<file path="config.mk">
export PLATFORM = sky130hd
export DESIGN_NAME = vector_program_sequencer
export DESIGN_NICKNAME = d
export VERILOG_FILES = /design/src/rtl/vector_program_sequencer.sv
export SDC_FILE = /design/constraint.sdc
export NUM_CORES = 1
export LEC_CHECK = 0
export CAP_MARGIN = 20
export CORE_UTILIZATION = 35
export DETAILED_ROUTE_END_ITERATION = 7
export HOLD_SLACK_MARGIN = 0.05
export PLACE_DENSITY = 0.58
export SLEW_MARGIN = 10
export SYNTH_ARGS = -nofsm -noshare
export SYNTH_HDL_FRONTEND = slang
export SYNTH_SLANG_ARGS = --single-unit
export TNS_END_PERCENT = 10
</file>
<file path="constraint.sdc">
create_clock -name clk -period 4.3 [get_ports clk]
set_input_delay 0.43 -clock clk [delete_from_list [all_inputs] [get_ports clk]]
set_output_delay 0.43 -clock clk [all_outputs]
set_load 0.05 [all_outputs]
</file>
<file path="src/rtl/vector_program_sequencer.sv">
// Loads a program into the vector datapath instruction memory over a valid/ready stream, then
// runs the datapath until it halts or RUN_LIMIT expires. Optional checksum port: VPS_CHECKSUM_EN.
module vector_program_sequencer #(
  parameter int INST_WIDTH = 32,
  parameter int ADDR_WIDTH = 5,
  parameter int DEPTH      = 32,
  parameter int RUN_LIMIT  = 1024
) (
  input  logic                  clk,
  input  logic                  rst,
  input  logic                  start_i,
  input  logic [ADDR_WIDTH:0]   load_count_i,
  input  logic [2:0]            vsew_i,
  input  logic                  abort_i,
  input  logic                  inst_valid_i,
  input  logic [INST_WIDTH-1:0] inst_i,
  output logic                  inst_ready_o,
  output logic                  inst_we_o,
  output logic [ADDR_WIDTH-1:0] inst_addr_o,
  output logic [INST_WIDTH-1:0] instruction_o,
  output logic [2:0]            vsew_o,
  input  logic                  dp_halt_i,
  output logic                  dp_run_o,
  output logic                  busy_o,
  output logic                  done_o,
  output logic                  timeout_o,
  output logic                  err_o,
`ifdef VPS_CHECKSUM_EN
  output logic [INST_WIDTH-1:0] checksum_o,
`endif
  output logic [15:0]           exec_count_o
);

  typedef enum logic [2:0] {
    IDLE  = 3'd0,
    LOAD  = 3'd1,
    DRAIN = 3'd2,
    RUN   = 3'd3,
    DONE  = 3'd4
  } state_t;

  localparam logic [ADDR_WIDTH:0] DEPTH_C = (ADDR_WIDTH+1)'(DEPTH);
  localparam logic [31:0]         LIMIT_C = 32'(RUN_LIMIT);

  state_t                state_r;
  logic [ADDR_WIDTH:0]   count_r;
  logic [ADDR_WIDTH-1:0] index_r;
  logic [31:0]           run_cnt_r;

  logic        hs_s;
  logic        accept_s;
  logic        last_s;
  logic [31:0] run_nxt_s;
  logic        limit_s;
  logic [15:0] exec_sat_s;

  // Handshake, start qualification and run-counter decode
  always_comb begin
    hs_s       = inst_valid_i & inst_ready_o;
    accept_s   = (load_count_i != (ADDR_WIDTH+1)'(0)) && (load_count_i <= DEPTH_C);
    last_s     = (({1'b0, index_r} + (ADDR_WIDTH+1)'(1)) == count_r);
    run_nxt_s  = run_cnt_r + 32'd1;
    limit_s    = (run_nxt_s == LIMIT_C);
    if (run_nxt_s > 32'h0000_FFFF) begin
      exec_sat_s = 16'hFFFF;
    end else begin
      exec_sat_s = run_nxt_s[15:0];
    end
  end

  // Sequencer FSM with registered outputs; abort overrides every other transition
  always_ff @(posedge clk) begin
    if (rst) begin
      state_r       <= IDLE;
      count_r       <= '0;
      index_r       <= '0;
      run_cnt_r     <= 32'd0;
      inst_ready_o  <= 1'b0;
      inst_we_o     <= 1'b0;
      inst_addr_o   <= '0;
      instruction_o <= '0;
      vsew_o        <= 3'd0;
      dp_run_o      <= 1'b0;
      busy_o        <= 1'b0;
      done_o        <= 1'b0;
      timeout_o     <= 1'b0;
      err_o         <= 1'b0;
      exec_count_o  <= 16'd0;
`ifdef VPS_CHECKSUM_EN
      checksum_o    <= '0;
`endif
    end else begin
      done_o    <= 1'b0;
      err_o     <= 1'b0;
      inst_we_o <= 1'b0;
      if (abort_i) begin
        state_r      <= IDLE;
        inst_ready_o <= 1'b0;
        dp_run_o     <= 1'b0;
        busy_o       <= 1'b0;
      end else begin
        case (state_r)
          IDLE: begin
            if (start_i && accept_s) begin
              state_r      <= LOAD;
              count_r      <= load_count_i;
              vsew_o       <= vsew_i;
              index_r      <= '0;
              timeout_o    <= 1'b0;
              inst_ready_o <= 1'b1;
              busy_o       <= 1'b1;
`ifdef VPS_CHECKSUM_EN
              checksum_o   <= '0;
`endif
            end else if (start_i) begin
              err_o <= 1'b1;
            end
          end
          LOAD: begin
            if (hs_s) begin
              inst_we_o     <= 1'b1;
              inst_addr_o   <= index_r;
              instruction_o <= inst_i;
              index_r       <= index_r + ADDR_WIDTH'(1);
`ifdef VPS_CHECKSUM_EN
              checksum_o    <= checksum_o ^ inst_i;
`endif
              if (last_s) begin
                state_r      <= DRAIN;
                inst_ready_o <= 1'b0;
              end
            end
          end
          DRAIN: begin
            state_r   <= RUN;
            dp_run_o  <= 1'b1;
            run_cnt_r <= 32'd0;
          end
          RUN: begin
            run_cnt_r <= run_nxt_s;
            // A halt coinciding with the limit wins, so no timeout in that case
            if (dp_halt_i || limit_s) begin
              state_r      <= DONE;
              dp_run_o     <= 1'b0;
              done_o       <= 1'b1;
              exec_count_o <= exec_sat_s;
              timeout_o    <= ~dp_halt_i;
            end
          end
          DONE: begin
            state_r <= IDLE;
            busy_o  <= 1'b0;
          end
          default: begin
            state_r      <= IDLE;
            inst_ready_o <= 1'b0;
            dp_run_o     <= 1'b0;
            busy_o       <= 1'b0;
          end
        endcase
      end
    end
  end

endmodule
</file>
==> results of run 1 <==
==> flip-flops by register name (all words and copies together) (netlist names), 3 cells and up <==
signal / flops
count_r: 6
exec_count_o: 16
index_r: 5
inst_addr_o: 5
instruction_o: 32
run_cnt_r: 32
state_r: 3
vsew_o: 3
==> cells in the mapped netlist, types with 4 or more instances <==
library cell and number:
a221oi_1 15, nor2_1 72, nor4_1 13, nand3_1 23, a31oi_1 10, a21oi_1 86, xor2_1 7, mux2i_1 4
or3_1 9, clkbuf_1 36, inv_1 26, nand3b_1 4, o31ai_1 4, nand2_1 120, buf_2 14, o21ai_0 25
a211oi_1 6, a21o_1 8, nor3_1 20, and2_1 7, nand4_1 18, dfxtp_1 109, xnor2_1 20, and4_1 7
and3_1 10
==> critical path, cell delays in order, from the launching register on <==
cell	delay [ns]
dfxtp_1	0.50
ha_1	0.34
nand3_1	0.25
nor4_1	0.32
buf_4	0.24
o2111a_1	0.19
o22a_1	0.15
or4b_4	0.52
nor4_4	0.76
a221oi_1	0.18
==> worst min-delay path by stage <==
stage	start	to	slack (ns)	cells past startpoint
finish	inst_addr_o[2]$_SDFFE_PP0P_	inst_addr_o[2]$_SDFFE_PP0P_	0.45	2
global route	inst_addr_o[2]$_SDFFE_PP0P_	inst_addr_o[2]$_SDFFE_PP0P_	0.47	2
CTS	instruction_o[29]$_SDFFE_PP0P_	instruction_o[29]$_SDFFE_PP0P_	0.46	2
detailed placement	inst_addr_o[2]$_SDFFE_PP0P_	inst_addr_o[2]$_SDFFE_PP0P_	0.45	2
global placement	instruction_o[1]$_SDFFE_PP0P_	instruction_o[1]$_SDFFE_PP0P_	0.44	2
floorplan	count_r[0]$_SDFFE_PP0P_	count_r[0]$_SDFFE_PP0P_	0.45	2
==> area by class of cell <==
type / count / area [µm²] / share of cell area (%)
Multi-Input combinational cell: 535 / 3000 / 42.62
Sequential cell: 109 / 2182 / 30.99
Timing Repair Buffer: 119 / 1164 / 16.53
Tap cell: 211 / 264.0 / 3.750
Clock buffer: 10 / 239.0 / 3.394
Inverter: 26 / 97.59 / 1.386
Clock inverter: 6 / 93.84 / 1.333
==> kinds of logic after synthesis <==
| family | after synthesis | synth area share (%) |
|---|---|---|
| and+or+nand+nor | 325 | 28.98 |
| AOI/OAI and AO/OA | 176 | 19.46 |
| DFF | 109 | 39.42 |
| buffers and inverters | 85 | 6.465 |
| xor gates and xnor gates | 27 | 4.272 |
| muxes | 4 | 0.7234 |
| adders and majority gates | 3 | 0.6782 |
==> stage by stage <==
step           utilization [%]  setup slack, ns  hold slack [ns]  power, µW
4_1_cts                  45.97           0.6785           0.4566       2117
6_report                 45.97           0.6659           0.4526       2089
2_1_floorplan                -            1.303           0.4478       1113
3_5_place_dp             43.80           0.7153           0.4459       1186
5_1_grt                  45.97           0.4129           0.4742       2169
3_3_place_gp             43.80           0.7779           0.4408       1184
==> power by group <==
part / internal [µW] / switching (µW)
Combinational: 63.0 / 78.9
Sequential: 1010 / 4.23
Clock: 532 / 396
==> routing by layer <==
metal | track usage [%] | wire length, µm | share of wire (%)
met1 | 26.51 | 7461 | 49
met2 | 28.93 | 6771 | 45
met3 | 2.588 | 650 | 4.3
met4 | 7.958 | 299 | 2.0
met5 | 0 | 0 | 0
==> cells in the final DEF, fill, tap and decap left out, types with 6 or more instances in the layout <==
| master | Yosys | layout |
|---|---|---|
| a211oi_1 | 6 | 6 |
| a21o_1 | 8 | 8 |
| a21oi_1 | 86 | 86 |
| a221oi_1 | 15 | 15 |
| a31oi_1 | 10 | 10 |
| and2_1 | 7 | 7 |
| and3_1 | 10 | 10 |
| and4_1 | 7 | 7 |
| buf_4 | 3 | 11 |
| clkbuf_16 | 0 | 9 |
| clkdlybuf4s50_1 | 0 | 108 |
| dfxtp_1 | 109 | 109 |
| inv_1 | 26 | 26 |
| nand2_1 | 120 | 120 |
| nand3_1 | 23 | 23 |
| nand4_1 | 18 | 18 |
| nor2_1 | 72 | 72 |
| nor3_1 | 20 | 19 |
| nor4_1 | 13 | 13 |
| o21ai_0 | 25 | 25 |
| or3_1 | 9 | 9 |
| xnor2_1 | 20 | 20 |
| xor2_1 | 7 | 7 |
==> metrics.txt, run 1 <==
relative slew slack ~44%; IO buf count 109; critical path endpoint exec_count_o[10]$_SDFFE_PP0P_; post-synthesis sequential area ratio roughly two fifths; H-tree Lvls 3; Sink Count 109; core area 0.01531 mm²; antenna violations before repair 0; grt total ovfl 0; fin area 0.007041 mm²; nets@finish 850; Post-DRT Antenna Nets 0; final std cells w/o fill 1016; Post-CTS Setup Repair Bufs 0; Filler cells approximately 1500; Hold Path Class reg -> reg; largest net degree at the start of global routing 76; Yosys top cell by area dfxtp_1; Post-Synthesis Cells roughly 730; Post-CTS Hold Buffers 0; Reg-to-Reg Start run_cnt_r[0]$_SDFFE_PP0P_; Wirelength per Cell 14.94 µm; Final Hold Viols 0; period utilization 84.51%; gpl congestion between 0.8 and 0.9; DP Area 0.006708 mm²; post-route setup TNS 0 ns; hpwl dp around 11000 µm; fin. max-slew vios 0; register bit count reported by yosys 109; outcome finished clean; critical path type reg -> reg; worst reg2reg path endpoint exec_count_o[10]$_SDFFE_PP0P_; Starting DRT DRC Count 438; routed vias 5392; setup violators final 0; Ant. Diodes 0; CP startpoint kind register; fraction of registers with async set/reset 0%; Worst-Skew Late Latency ~0.35 ns; worst r2r path cells 9; VDD IR-drop max about 210 µV; Final Critical Period about 3.6 ns; row count 45; I/O pin count 110; Max Cap Viol 0; largest cells by area after synthesis dfxtp_1, nand2_1, a21oi_1, nor2_1, xnor2_1; EDFF count, synth 0; chip height 127.8 µm; placed cell count 1000; Max clock buf depth 2; Mean Syn Cell Area between 7 and 8 µm²; Worst setup EP type register; CTS tree built; PwrDens about 300 mW/mm²; fmax between 0.2 and 0.3 GHz; Post-Route Skew 0.008697 ns; vias in the first global route 4895; CTS Root Buffer Type clkbuf_16; Synth Cell Area 0.005535 mm²; share of layout cells above drive strength 1 5.093%; Top FF cell, synth dfxtp_1; vias per inst 5.307; start point of the critical path run_cnt_r[0]$_SDFFE_PP0P_; R2R setup slack about 0.67 ns; Overall Global Routing Usage 18.89%; router iterations before antenna repair 7; global-route wire length before repair 24830 µm; Post-CTS Resized 0; total CTS buffers 9; Synth top area share 39.42%; transition time at the pin with the least slew margin 0.8319 ns; Ys Warns 0; Max FO, Critical Path 16; Area Overhead vs Synth 27.19%; RSZ-0062 raised after global routing false; Mapped Nets 779; DRC violations left 0; initial core utilization 36.14%; Clk pin slew, worst setup/hold paths 0.07 ns; Die Wd 127.8 µm; die area 0.01632 mm²; drt total wl 15180 µm; Yosys cell types 65; Worst Path Required approximately 4.5 ns; CP arrival 3.81 ns; leakage 0.002323 µW
No activity file was read; power rests on OpenSTA's default activity.
==> run 2, diff against run 1 <==
--- a/config.mk
+++ b/config.mk
@@ -9,7 +9,7 @@
 export CORE_UTILIZATION = 35
 export DETAILED_ROUTE_END_ITERATION = 7
 export HOLD_SLACK_MARGIN = 0.05
-export PLACE_DENSITY = 0.58
+export PLACE_DENSITY = 0.6
 export SLEW_MARGIN = 10
 export SYNTH_ARGS = -nofsm -noshare
 export SYNTH_HDL_FRONTEND = slang
==> constraint.sdc (replaced) <==
create_clock -name clk -period 2.95 [get_ports clk]
set_input_delay 0.295 -clock clk [delete_from_list [all_inputs] [get_ports clk]]
set_output_delay 0.295 -clock clk [all_outputs]
set_load 0.05 [all_outputs]
==> metrics.txt, run 2 (synthesized netlist as in run 1, its figures left out) <==
IO buf count about 110; placed cell count 1036; routed vias 5610; Post-Route Skew 0.006382 ns; Hold Path Class in -> reg; CTS tree built; hpwl dp 11570 µm; leakage around 0.0025 µW; CTS Root Buffer Type clkbuf_16; fmax 0.3503 GHz; Sink Count 109; largest net degree at the start of global routing 57; grt total ovfl 0; Post-CTS Hold Buffers 0; relative slew slack 55.27%; vias in the first global route 5228; router iterations before antenna repair 5; chip height 127.8 µm; Post-DRT Antenna Nets 0; Area Overhead vs Synth 33.14%; fin. max-slew vios 0; Setup WS post-layout 0.09559 ns; global-route wire length before repair 26460 µm; vias per inst 5.323; max incr delay on CP 0.55 ns; H-tree Lvls 3; VDD IR-drop max 256.7 µV; PwrDens 406.8 mW/mm²; Largest regs instruction_o: 32 flops, run_cnt_r: 32 flops, exec_count_o: 16 flops; total CTS buffers 9; Filler cells around 1500; Worst setup EP type register; outcome finished clean; initial core utilization about 36%; die area approximately 0.016 mm²; Ant. Diodes 0; antenna violations before repair 0; area occupied by multi-input gates 0.003028 mm²; Worst-Skew Late Latency 0.36 ns; Die Wd 127.8 µm; Max clock buf depth 2; Slowest-stage cell, CP or4b_4; nets@finish 888; leading cell type in the layout, fill and taps excluded nand2_1; drt total wl 16320 µm; Final Hold Viols 0; post-route setup TNS 0 ns; Clk pin slew, worst setup/hold paths 0.08 ns; register area 0.002191 mm²; Starting DRT DRC Count 587; I/O pin count 110; RSZ-0062 raised after global routing false; critical path type reg -> reg; row count 45; Final Critical Period 2.854 ns; setup violators final 0; share of layout cells above drive strength 1 10.68%; Max Cap Viol 0; Setup WS pre-CTS 0.02062 ns; DRC violations left 0; Wirelength per Cell 15.48 µm; transition time at the pin with the least slew margin approximately 0.67 ns; Max FO, Critical Path 10; Worst Path Required 3.21 ns; CP startpoint kind register; CP arrival roughly 3.1 ns; gpl congestion just over 0.9; final std cells w/o fill 1054; period utilization roughly 97%; Overall Global Routing Usage 20.38%; crit-path cells nand4_1, nor2_1, and2_1, a31oi_1, or4b_4, or3_1, a41o_1; most frequent cells in the layout nand2_1, clkdlybuf4s50_1, dfxtp_1, a21oi_1, nor2_1; core area 0.01531 mm²
## run 2: changes by cell type in the layout (fill, tap and decap cells not counted)
| cell | change |
|---|---|
| nor4_1 | -2 |
| ha_1 | -1 |
| buf_4 | +36 |
| dfxtp_2 | +7 |
| buf_12 | +2 |
| nor4_2 | +2 |
| ha_4 | +1 |
| nor2_1 | -1 |
| nor2_2 | +1 |
| inv_6 | +2 |
| dfxtp_1 | -7 |
| bufinv_16 | -1 |
| clkinv_2 | -1 |
## run 2: per-layer routing
layer | share of wire (%) | GRT usage [%] | vias to the layer above
met3 | 5.4 | 4.591 | 16
met2 | 44 | 30.82 | 147
met4 | 1.4 | 6.159 | 0
met5 | 0 | 0 | -
met1 | 49 | 28.75 | 2664
li1 | - | - | 2783
## run 2: critical path, delay by kind of cell (launching register included)
family | cells | cell delay (ns)
AO/OA/AOI/OAI | 2 | 0.36
AND/OR/NAND/NOR | 5 | 1.86
flip-flops | 1 | 0.54
## run 2: through the flow
step	instance area [µm²]	total power, µW	hold WS [ns]	util [%]
2_1_floorplan	5538	1623	0.4310	-
3_3_place_gp	7005	1731	0.4402	45.74
3_5_place_dp	7005	1734	0.4475	45.74
4_1_cts	7321	3028	0.4183	47.80
5_1_grt	7370	3113	0.4611	48.12
6_report	7370	2998	0.4189	48.12
## run 2: where the power goes
| part | total (µW) | internal, µW | switching, µW |
|---|---|---|---|
| registers | 1490 | 1480 | 8.65 |
| clock network | 1300 | 698 | 599 |
| logic | 213 | 94.5 | 119 |
## run 2: path summary, 6_finish.rpt
check | cells after the start | endpoint | start | slack, ns
worst max-delay path | 7 | state_r[1]$_SDFFE_PP0P_ | run_cnt_r[7]$_SDFFE_PP0P_ | 0.1
worst max register to register | 7 | state_r[1]$_SDFFE_PP0P_ | run_cnt_r[7]$_SDFFE_PP0P_ | 0.1
worst min register to register | 2 | inst_addr_o[3]$_SDFFE_PP0P_ | inst_addr_o[3]$_SDFFE_PP0P_ | 0.46
worst min-delay path | 2 | run_cnt_r[16]$_SDFFE_PP0P_ | rst | 0.42
## run 2: cell type report
cell class                 instances  area share, %
multi-input combinational        535          41.09
clock buffer                      10          3.243
tap                              211          3.582
sequential                       109          29.73
timing repair buffer             157          20.00
inverter                          26          1.324
clock inverter                     6          1.036
## run 2: repair_timing
item                                    4_1_cts  5_1_grt
gates resized for setup                       0       11
endpoints found under the setup margin        0       19
buffers inserted                              0        2
hold endpoints to repair                      0        0
